## src/rtl/gin_xbus_ctrl_if.sv

```systemverilog
// GIN X-bus controller signal bundle: column-ID config, upstream packet source and X-bus side.
// The slave modport is the controller's view; master is the surrounding environment.
interface gin_xbus_ctrl_if #(
    parameter int unsigned DATA_WIDTH    = 64,
    parameter int unsigned COL_TAG_WIDTH = 4,
    parameter int unsigned NUM_OF_COLS   = 14
);
    logic                     cfg_start;
    logic                     cfg_valid;
    logic [COL_TAG_WIDTH-1:0] cfg_id;
    logic                     cfg_loaded;
    logic [COL_TAG_WIDTH-1:0] col_id [NUM_OF_COLS];
    logic [DATA_WIDTH-1:0]    src_data;
    logic [COL_TAG_WIDTH-1:0] src_tag;
    logic                     src_valid;
    logic                     src_ready;
    logic [DATA_WIDTH-1:0]    bus_data;
    logic [COL_TAG_WIDTH-1:0] bus_tag;
    logic                     bus_enable;
    logic [NUM_OF_COLS-1:0]   bus_ready;

    modport slave (
        input  cfg_start, cfg_valid, cfg_id, src_data, src_tag, src_valid, bus_ready,
        output cfg_loaded, col_id, src_ready, bus_data, bus_tag, bus_enable
    );

    modport master (
        output cfg_start, cfg_valid, cfg_id, src_data, src_tag, src_valid, bus_ready,
        input  cfg_loaded, col_id, src_ready, bus_data, bus_tag, bus_enable
    );
endinterface

```

## src/rtl/gin_xbus_ctrl.sv

```systemverilog
// GIN X-bus controller: loads per-column IDs, then issues tagged packets when all columns are ready.
// Optional GIN_XBUS_CTRL_STALL_CNT_EN adds a saturating 16-bit stall_cnt output.
module gin_xbus_ctrl #(
    parameter int unsigned DATA_WIDTH    = 64,
    parameter int unsigned COL_TAG_WIDTH = 4,
    parameter int unsigned NUM_OF_COLS   = 14
) (
    input  logic               clk,
    input  logic               reset,
    gin_xbus_ctrl_if.slave     bus_io
`ifdef GIN_XBUS_CTRL_STALL_CNT_EN
    ,
    output logic [15:0]        stall_cnt
`endif
);

    localparam int unsigned IdxW = ($clog2(NUM_OF_COLS) > 4) ? $clog2(NUM_OF_COLS) : 4;

    typedef enum logic [1:0] {StIdle, StCfg, StRun} state_e;

    state_e                   state_q, state_d;
    logic [IdxW-1:0]          idx_q, idx_d;
    logic [COL_TAG_WIDTH-1:0] col_id_q [NUM_OF_COLS];
    logic [COL_TAG_WIDTH-1:0] col_id_d [NUM_OF_COLS];
    logic                     hold_valid_q, hold_valid_d;
    logic [DATA_WIDTH-1:0]    hold_data_q, hold_data_d;
    logic [COL_TAG_WIDTH-1:0] hold_tag_q, hold_tag_d;
    logic                     cfg_loaded_q, cfg_loaded_d;

    logic all_ready, fire, src_ready, accept, enter_cfg;

    assign all_ready = &bus_io.bus_ready;
    assign fire      = hold_valid_q & all_ready;
    assign src_ready = (state_q == StRun) & (~hold_valid_q | all_ready) & ~bus_io.cfg_start;
    assign accept    = bus_io.src_valid & src_ready;

    always_comb begin
        state_d      = state_q;
        idx_d        = idx_q;
        col_id_d     = col_id_q;
        hold_valid_d = hold_valid_q;
        hold_data_d  = hold_data_q;
        hold_tag_d   = hold_tag_q;
        cfg_loaded_d = cfg_loaded_q;
        enter_cfg    = 1'b0;
        case (state_q)
            StIdle: begin
                if (bus_io.cfg_start) begin
                    state_d   = StCfg;
                    enter_cfg = 1'b1;
                end
            end
            StCfg: begin
                if (bus_io.cfg_start) begin
                    enter_cfg = 1'b1;
                end else if (bus_io.cfg_valid) begin
                    for (int i = 0; i < int'(NUM_OF_COLS); i++) begin
                        if (idx_q == IdxW'(i)) col_id_d[i] = bus_io.cfg_id;
                    end
                    if (idx_q == IdxW'(NUM_OF_COLS - 1)) begin
                        state_d      = StRun;
                        cfg_loaded_d = 1'b1;
                        idx_d        = '0;
                    end else begin
                        idx_d = idx_q + IdxW'(1);
                    end
                end
            end
            StRun: begin
                if (accept) begin
                    hold_valid_d = 1'b1;
                    hold_data_d  = bus_io.src_data;
                    hold_tag_d   = bus_io.src_tag;
                end else if (fire) begin
                    hold_valid_d = 1'b0;
                end
                // A held packet must fire before reconfiguration; accepts are already blocked.
                if (bus_io.cfg_start && (!hold_valid_q || all_ready)) begin
                    state_d   = StCfg;
                    enter_cfg = 1'b1;
                end
            end
            default: state_d = StIdle;
        endcase
        if (enter_cfg) begin
            idx_d        = '0;
            cfg_loaded_d = 1'b0;
        end
    end

    always_ff @(posedge clk) begin
        if (!reset) begin
            state_q      <= StIdle;
            idx_q        <= '0;
            col_id_q     <= '{default: '0};
            hold_valid_q <= 1'b0;
            hold_data_q  <= '0;
            hold_tag_q   <= '0;
            cfg_loaded_q <= 1'b0;
        end else begin
            state_q      <= state_d;
            idx_q        <= idx_d;
            col_id_q     <= col_id_d;
            hold_valid_q <= hold_valid_d;
            hold_data_q  <= hold_data_d;
            hold_tag_q   <= hold_tag_d;
            cfg_loaded_q <= cfg_loaded_d;
        end
    end

`ifdef GIN_XBUS_CTRL_STALL_CNT_EN
    logic [15:0] stall_cnt_q, stall_cnt_d;

    always_comb begin
        stall_cnt_d = stall_cnt_q;
        if (enter_cfg) begin
            stall_cnt_d = '0;
        end else if (hold_valid_q && !all_ready && (stall_cnt_q != 16'hFFFF)) begin
            stall_cnt_d = stall_cnt_q + 16'd1;
        end
    end

    always_ff @(posedge clk) begin
        if (!reset) stall_cnt_q <= '0;
        else        stall_cnt_q <= stall_cnt_d;
    end

    assign stall_cnt = stall_cnt_q;
`endif

    assign bus_io.cfg_loaded = cfg_loaded_q;
    assign bus_io.col_id     = col_id_q;
    assign bus_io.src_ready  = src_ready;
    assign bus_io.bus_data   = hold_data_q;
    assign bus_io.bus_tag    = hold_tag_q;
    assign bus_io.bus_enable = fire;

endmodule
```

## src/flat_wrapper.sv

```systemverilog
// flat-port wrapper written by rule: the top's interface ports become plain ports
module gin_xbus_ctrl_flat 
#(
    parameter int unsigned DATA_WIDTH    = 64,
    parameter int unsigned COL_TAG_WIDTH = 4,
    parameter int unsigned NUM_OF_COLS   = 14
)
  (clk, reset, bus_io_cfg_start, bus_io_cfg_valid, bus_io_cfg_id, bus_io_src_data, bus_io_src_tag, bus_io_src_valid, bus_io_bus_ready, bus_io_cfg_loaded, bus_io_col_id, bus_io_src_ready, bus_io_bus_data, bus_io_bus_tag, bus_io_bus_enable);
  gin_xbus_ctrl_if #(.DATA_WIDTH(DATA_WIDTH), .COL_TAG_WIDTH(COL_TAG_WIDTH), .NUM_OF_COLS(NUM_OF_COLS)) bus_io_i ();
  input  logic clk;
  input  logic reset;
  input wire logic [$bits(bus_io_i.cfg_start)-1:0] bus_io_cfg_start;
  input wire logic [$bits(bus_io_i.cfg_valid)-1:0] bus_io_cfg_valid;
  input wire logic [$bits(bus_io_i.cfg_id)-1:0] bus_io_cfg_id;
  input wire logic [$bits(bus_io_i.src_data)-1:0] bus_io_src_data;
  input wire logic [$bits(bus_io_i.src_tag)-1:0] bus_io_src_tag;
  input wire logic [$bits(bus_io_i.src_valid)-1:0] bus_io_src_valid;
  input wire logic [$bits(bus_io_i.bus_ready)-1:0] bus_io_bus_ready;
  output wire logic [$bits(bus_io_i.cfg_loaded)-1:0] bus_io_cfg_loaded;
  output wire logic [$bits(bus_io_i.col_id)-1:0] bus_io_col_id;
  output wire logic [$bits(bus_io_i.src_ready)-1:0] bus_io_src_ready;
  output wire logic [$bits(bus_io_i.bus_data)-1:0] bus_io_bus_data;
  output wire logic [$bits(bus_io_i.bus_tag)-1:0] bus_io_bus_tag;
  output wire logic [$bits(bus_io_i.bus_enable)-1:0] bus_io_bus_enable;
  assign bus_io_i.cfg_start = bus_io_cfg_start;
  assign bus_io_i.cfg_valid = bus_io_cfg_valid;
  assign bus_io_i.cfg_id = bus_io_cfg_id;
  assign bus_io_i.src_data = bus_io_src_data;
  assign bus_io_i.src_tag = bus_io_src_tag;
  assign bus_io_i.src_valid = bus_io_src_valid;
  assign bus_io_i.bus_ready = bus_io_bus_ready;
  assign bus_io_cfg_loaded = bus_io_i.cfg_loaded;
  assign bus_io_col_id = {>>{bus_io_i.col_id}};
  assign bus_io_src_ready = bus_io_i.src_ready;
  assign bus_io_bus_data = bus_io_i.bus_data;
  assign bus_io_bus_tag = bus_io_i.bus_tag;
  assign bus_io_bus_enable = bus_io_i.bus_enable;
  gin_xbus_ctrl #(.DATA_WIDTH(DATA_WIDTH), .COL_TAG_WIDTH(COL_TAG_WIDTH), .NUM_OF_COLS(NUM_OF_COLS)) u_core (.clk(clk), .reset(reset), .bus_io(bus_io_i));
endmodule
```

## config.mk

```make
export PLATFORM = sky130hd
export DESIGN_NAME = gin_xbus_ctrl_flat
export DESIGN_NICKNAME = d
export VERILOG_FILES = /design/src/rtl/gin_xbus_ctrl_if.sv /design/src/rtl/gin_xbus_ctrl.sv /design/src/flat_wrapper.sv
export SDC_FILE = /design/constraint.sdc
export NUM_CORES = 1
export LEC_CHECK = 0
export BUFFER_PORTS_ARGS = -buffer_cell sky130_fd_sc_hd__buf_4
export CORE_UTILIZATION = 46
export DETAILED_ROUTE_END_ITERATION = 8
export HOLD_SLACK_MARGIN = 0.08
export PLACE_DENSITY_LB_ADDON = 0.12
export SLEW_MARGIN = 20
export SYNTH_ARGS = -nofsm -noshare
export SYNTH_HDL_FRONTEND = slang
export SYNTH_SLANG_ARGS = --single-unit
```

## constraint.sdc

```tcl
create_clock -name clk -period 2.4 [get_ports clk]
set_input_delay 0 -clock clk [delete_from_list [all_inputs] [get_ports clk]]
set_output_delay 0 -clock clk [all_outputs]
set_load 0.02 [all_outputs]
```

# Word level (Yosys, flattened, before mapping)

Cells that the tools add are included.

Equal/unequal tests: 20
Mux-type cells: 12
Bitwise operators: 8
$add $sub $neg: 1
Reduce and logical (&&, ||, !) cells: 27

Operators by type and width:

| operator              | count |
|---|---|
| $reduce_and A4 Y1     | 14 |
| $eq A4 B4 Y1 const B  | 6 |
| $eq A4 B3 Y1 const B  | 4 |
| $reduce_and A14 Y1    | 1 |
| $mux W2               | 5 |
| $eq A4 B2 Y1 const B  | 2 |
| $ne A2 B2 Y1 const B  | 4 |
| $pmux W2 S3           | 1 |
| $reduce_and A5 Y1     | 1 |
| $add A4 B1 Y4 const B | 1 |
| $and A1 B1 Y1         | 4 |
| $eq A4 B1 Y1 const B  | 1 |
| $logic_not A4 Y1      | 1 |
| $mux W1               | 4 |
| $mux W4               | 1 |
| $reduce_and A2 Y1     | 2 |
| $reduce_or A2 Y1      | 2 |
| $not A1 Y1            | 3 |
| $reduce_and A3 Y1     | 1 |
| $eq A2 B1 Y1 const B  | 1 |
| $eq A2 B2 Y1 const B  | 1 |
| $logic_not A2 Y1      | 1 |
| $ne A2 B1 Y1 const B  | 1 |
| $pmux W1 S2           | 1 |
| 5 further kinds       | 5 |

Output and inout port bits: 127
Logic and storage cells: 88
Input port bits: 91
Register bits: 132

# Logic depth before layout (Yosys ltp)

Depth after elaboration: 7
Depth in mapped cells: 7
Depth with buffers taken out: 4

# Worst setup path after synthesis

OpenSTA, ideal clock, no wires.

Kind: reg-to-reg
Start: register u_core.idx_q[2]
End: register u_core.col_id_q, in the netlist u_core.bus_io.col_id[28]
Setup time: 0.116 ns
Clock period less this slack: 1.649 ns
Data required time: 2.284 ns
Setup slack: 0.751 ns
Buffers on the path: 2
Arrival: 1.533 ns
Stages on the path, launching flop included: 7
Cell sequence: dfxtp_1 buf_2 nand2b_1 or4_1 clkbuf_1 mux2i_1 nor2b_1

Word-level cells in the longest chain between the ends: 2

RTL lines:

| element                            | RTL line             | source |
|---|---|---|
| start, declared                    | gin_xbus_ctrl.sv:22  | `logic [IdxW-1:0] idx_q, idx_d;` |
| start signal, assigned             | gin_xbus_ctrl.sv:102 | `idx_q <= idx_d;` |
| $eq A4 B3 Y1                       | gin_xbus_ctrl.sv:58  | `if (idx_q == IdxW'(i)) col_id_d[i] = bus_io.cfg_id;` |
| $reduce_and A4 Y1 (no source line) | n/a                  |  |
| end signal, assigned               | gin_xbus_ctrl.sv:103 | `col_id_q <= col_id_d;` |
| end, declared                      | gin_xbus_ctrl.sv:23  | `logic [COL_TAG_WIDTH-1:0] col_id_q [NUM_OF_COLS];` |

Every way passes these cells.
A chain may end at the register's enable or synchronous reset.

# Final worst setup path

Start: register u_core.state_q[1]
End: register u_core.hold_data_q[61], in the netlist u_core.bus_io.bus_data[61]

Word-level cells in the longest chain between the ends: 5

RTL lines:

| element                                | RTL line                                 | source |
|---|---|---|
| start, declared                        | gin_xbus_ctrl.sv:21                      | `state_e state_q, state_d;` |
| start signal, assigned                 | gin_xbus_ctrl.sv:93                      | `state_q <= StIdle;` |
| start signal, assigned                 | gin_xbus_ctrl.sv:101                     | `state_q <= state_d;` |
| $eq A2 B2 Y1 (*)                       | gin_xbus_ctrl.sv:34, gin_xbus_ctrl.sv:46 |  |
| $and A1 B1 Y1 (2 in a row)             | gin_xbus_ctrl.sv:34                      | `assign src_ready = (state_q == StRun) & (~hold_valid_q \| all_ready) & ~bus_io.cfg_start;` |
| $and A1 B1 Y1                          | gin_xbus_ctrl.sv:35                      | `assign accept = bus_io.src_valid & src_ready;` |
| $reduce_and A2 Y1 (no source line) (*) | n/a                                      |  |
| end signal, assigned                   | gin_xbus_ctrl.sv:105                     | `hold_data_q <= hold_data_d;` |
| end, declared                          | gin_xbus_ctrl.sv:26                      | `logic [DATA_WIDTH-1:0] hold_data_q, hold_data_d;` |

Mark *: on every way between the ends. The rest lies on a longest branch, timed or not.

==> summary.txt <==
Setup path
  – Critical Path RT: 2.75 ns
  – Critical R2R Capture: u_core.bus_io.bus_data[61]$_SDFFE_PN0P_
  – Critical Path Max Stage Delay: 0.56 ns
  – Worst Path Arrival: 2.51 ns
  – Crit-path slowest cell: dlygate4sd3_1
  – Critical Path Fanout Max: 27
  – R2r startpoint: u_core.state_q[1]$_SDFFE_PN0P_
  – R2R cell count: 6
  – Critical path class: reg2reg
  – R2r setup slk: 0.24 ns
  – Crit path launch: u_core.state_q[1]$_SDFFE_PN0P_
  – CP Capture Type: register
  – CP Cell Sequence: nor2b_2, nand3_1, a21oi_4, buf_12, mux2i_1, dlygate4sd3_1
  – Crit path launch type: register

CTS
  – Clock tree buffer depth: 2
  – CTS H-tree lvls: 4
  – Clock sink total: 132
  – Clock Latency Late Sink: 0.41 ns
  – Clk root buf: clkbuf_16
  – TritonCTS clock tree: built
  – Worst-path clk slew: 0.05 ns
  – TritonCTS Buffers: 17

Worst hold path
  – Hold Path Sink: u_core.hold_valid_q$_SDFFE_PN0P_
  – Worst hold stages: 4
  – HP Class: in2reg
  – Min-delay src: bus_io_src_valid

Route
  – Total wire length: 15.7 mm
  – Detailed Route Iter0 Violations: 276
  – DRC: 26
  – Final antenna-violating net count: 0
  – Number of vias per cell: 5.01
  – TritonRoute pass-1 iters: 6
  – Vias post-DR: 4997
  – DR WL/cell: 15.7 um

Job
  – Max-Cap Viols: 0

GRT
  – Largest net degree at the start of global routing: 119
  – Initial antenna violation count: 0
  – First-pass GRT wire length: 25.2 mm
  – Total GRT Usage: 26.0%
  – Global route total overflow: 0
  – Number of global-route vias before repair: 5099

Floorplan
  – Initial Utilization: 47.7%
  – Area of the core: 0.0115 sq mm
  – FP Rows: 39
  – Chip width: 111 um
  – Die Height: 111 um
  – DIE AREA: 0.0124 sq mm
  – Ports: 218

Final layout
  – FF+latch area: 0.00264 sq mm
  – Fill cells: 804
  – Multi-input gate area: 0.00265 sq mm
  – Finished Cell Area: 0.00864 sq mm
  – Commonest non-fill, non-tap cell in the layout: buf_4
  – Share of cells above drive strength 1: 31.7%
  – Final net count: 935
  – Ant. Diodes: 0
  – Area grow syn2layout: 57.3%
  – Commonest cells after routing, fill and taps aside: buf_4, nand2_1, dfxtp_1, mux2i_1, dlygate4sd3_1
  – Cell Count, Final, Fillers Out: 998

Placement
  – Detailed placement HPWL: 9.73 mm
  – Placed cell area: 0.00720 sq mm
  – Final GP Congestion: 0.799
  – Dpl cells: 880
  – Pre-CTS setup slack: 0.452 ns
  – PortBufs: 217

Pwr
  – Worst vdd ir: 378 uV
  – Power density over cell area: 583 mW/mm^2
  – P_leak: 3.63 nW

Run status
  – Run status: complete, but fails checks
  – Failing checks: DRC

Yosys
  – Syn. warnings: 0
  – Dominant cells by area after synthesis: dfxtp_1, mux2i_1, nand2_1, nor2b_1, nor4_4
  – Share of the synthesized area in the top cell type: 48.1%
  – Mapped cell area: 0.00549 sq mm
  – Cells after Synth: 554
  – Netlist cell types: 40
  – Synth Register Bits: 132
  – Cell taking the most area after synthesis: dfxtp_1
  – Mean post-synth cell area: 9.92 sq um
  – Synthesized Nets: 645
  – Seq/Total Area, Yosys: 48.1%

STA
  – Hold WS: 0.122 ns
  – Post-layout minimum cycle time: 2.16 ns
  – F_max: 0.463 GHz
  – Setup WS post-layout: 0.241 ns
  – Fin crit share: 89.9%
  – Final hold vios: 0
  – RSZ-0062 raised after global routing: no
  – Worst Tran Pin Value: 0.742 ns
  – Slew margin rel.: 50.4%
  – Layout Skew: 0.00797 ns
  – Pins Over Slew Limit: 0
  – Setup Viol. Count Final: 0
  – Setup_tns: 0 ns
## routing by layer
metal	global-route usage, %	share of wire, %	vias to the layer above
met5	0	0	-
met4	15.0	3.3	0
met3	7.76	6.4	37
met2	44.0	49	177
met1	29.1	41	2356
li1	-	-	2427
## final cells by class
cell class                      instances  area share, %
Clock inverter                          4          0.521
Multi-Input combinational cell        379           30.6
Inverter                                3          0.130
Timing Repair Buffer                  311           30.1
Sequential cell                       132           30.6
Tap cell                              143           2.07
Clock buffer                           26           6.01
## how the worst max path moves through the flow
stage	endpoint	slack [ns]
global route	u_core.bus_io.bus_data[17]$_SDFFE_PN0P_	0.09
detailed placement	u_core.bus_io.col_id[40]$_SDFFE_PN0P_	0.45
floorplan	u_core.bus_io.col_id[28]$_SDFFE_PN0P_	0.75
global placement	u_core.bus_io.col_id[40]$_SDFFE_PN0P_	0.56
CTS	u_core.bus_io.bus_data[17]$_SDFFE_PN0P_	0.08
finish	u_core.bus_io.bus_data[61]$_SDFFE_PN0P_	0.24
## power by group
part / internal [mW] / switching, mW
combinational: 0.221 / 0.152
sequential: 2.20 / 0.00592
clock: 1.57 / 0.890
total: 3.99 / 1.05
## cell families after synthesis
| family | after synthesis | synth area share (%) |
|---|---|---|
| AO/OA/AOI/OAI | 13 | 1.71 |
| buffers and inverters | 43 | 3.96 |
| XOR/XNOR | 1 | 0.159 |
| multiplexers | 125 | 22.8 |
| flip-flops | 132 | 48.1 |
| AND/OR/NAND/NOR | 240 | 23.3 |
## sequential cells by signal (all words and copies together), names as in the netlist
signal / count
u_core.bus_io.bus_data: 64
u_core.bus_io.col_id: 56
u_core.bus_io.bus_tag: 4
u_core.idx_q: 4
u_core.state_q: 2
u_core.bus_io.cfg_loaded: 1
u_core.hold_valid_q: 1
## repair_timing
item | in CTS | in global routing
endpoints found under the hold margin | 127 | 0
hold buffers | 86 | 0
buffers inserted | 0 | 2
resized for setup | 0 | 1
setup endpoints to repair | 0 | 4
## synthesized netlist by cell type, drive strengths merged
| cell type | instances |
|---|---|
| a211oi | 2 |
| a21boi | 1 |
| a21o | 1 |
| a21oi | 3 |
| and2 | 2 |
| and4bb | 1 |
| buf | 13 |
| clkbuf | 27 |
| dfxtp | 132 |
| inv | 3 |
| mux2i | 125 |
| nand2 | 151 |
| nand2b | 2 |
| nand3 | 2 |
| nand4 | 4 |
| nand4b | 3 |
| nand4bb | 1 |
| nor2 | 3 |
| nor2b | 51 |
| nor3 | 5 |
| nor3b | 2 |
| nor4 | 8 |
| nor4b | 2 |
| o21a | 2 |
| o21ai | 2 |
| o221a | 1 |
| o31ai | 1 |
| or2 | 1 |
| or4 | 2 |
| xnor2 | 1 |
## critical path, delay by kind of cell, from the launching register on
family	cells	cell delay, ns
and+or+nand+nor	2	0.39
muxes	1	0.20
buffers and inverters	2	0.82
AOI/OAI and AO/OA	1	0.27
DFF	1	0.43
## stage by stage
step | total power, mW | util (%)
CTS | 5.07 | 74.9
global placement | 2.50 | 62.5
floorplan | 2.36 | -
detailed placement | 2.51 | 62.5
finish | 5.04 | 75.1
global route | 5.20 | 75.1
Note: power is estimated with default switching activity, not from simulation.
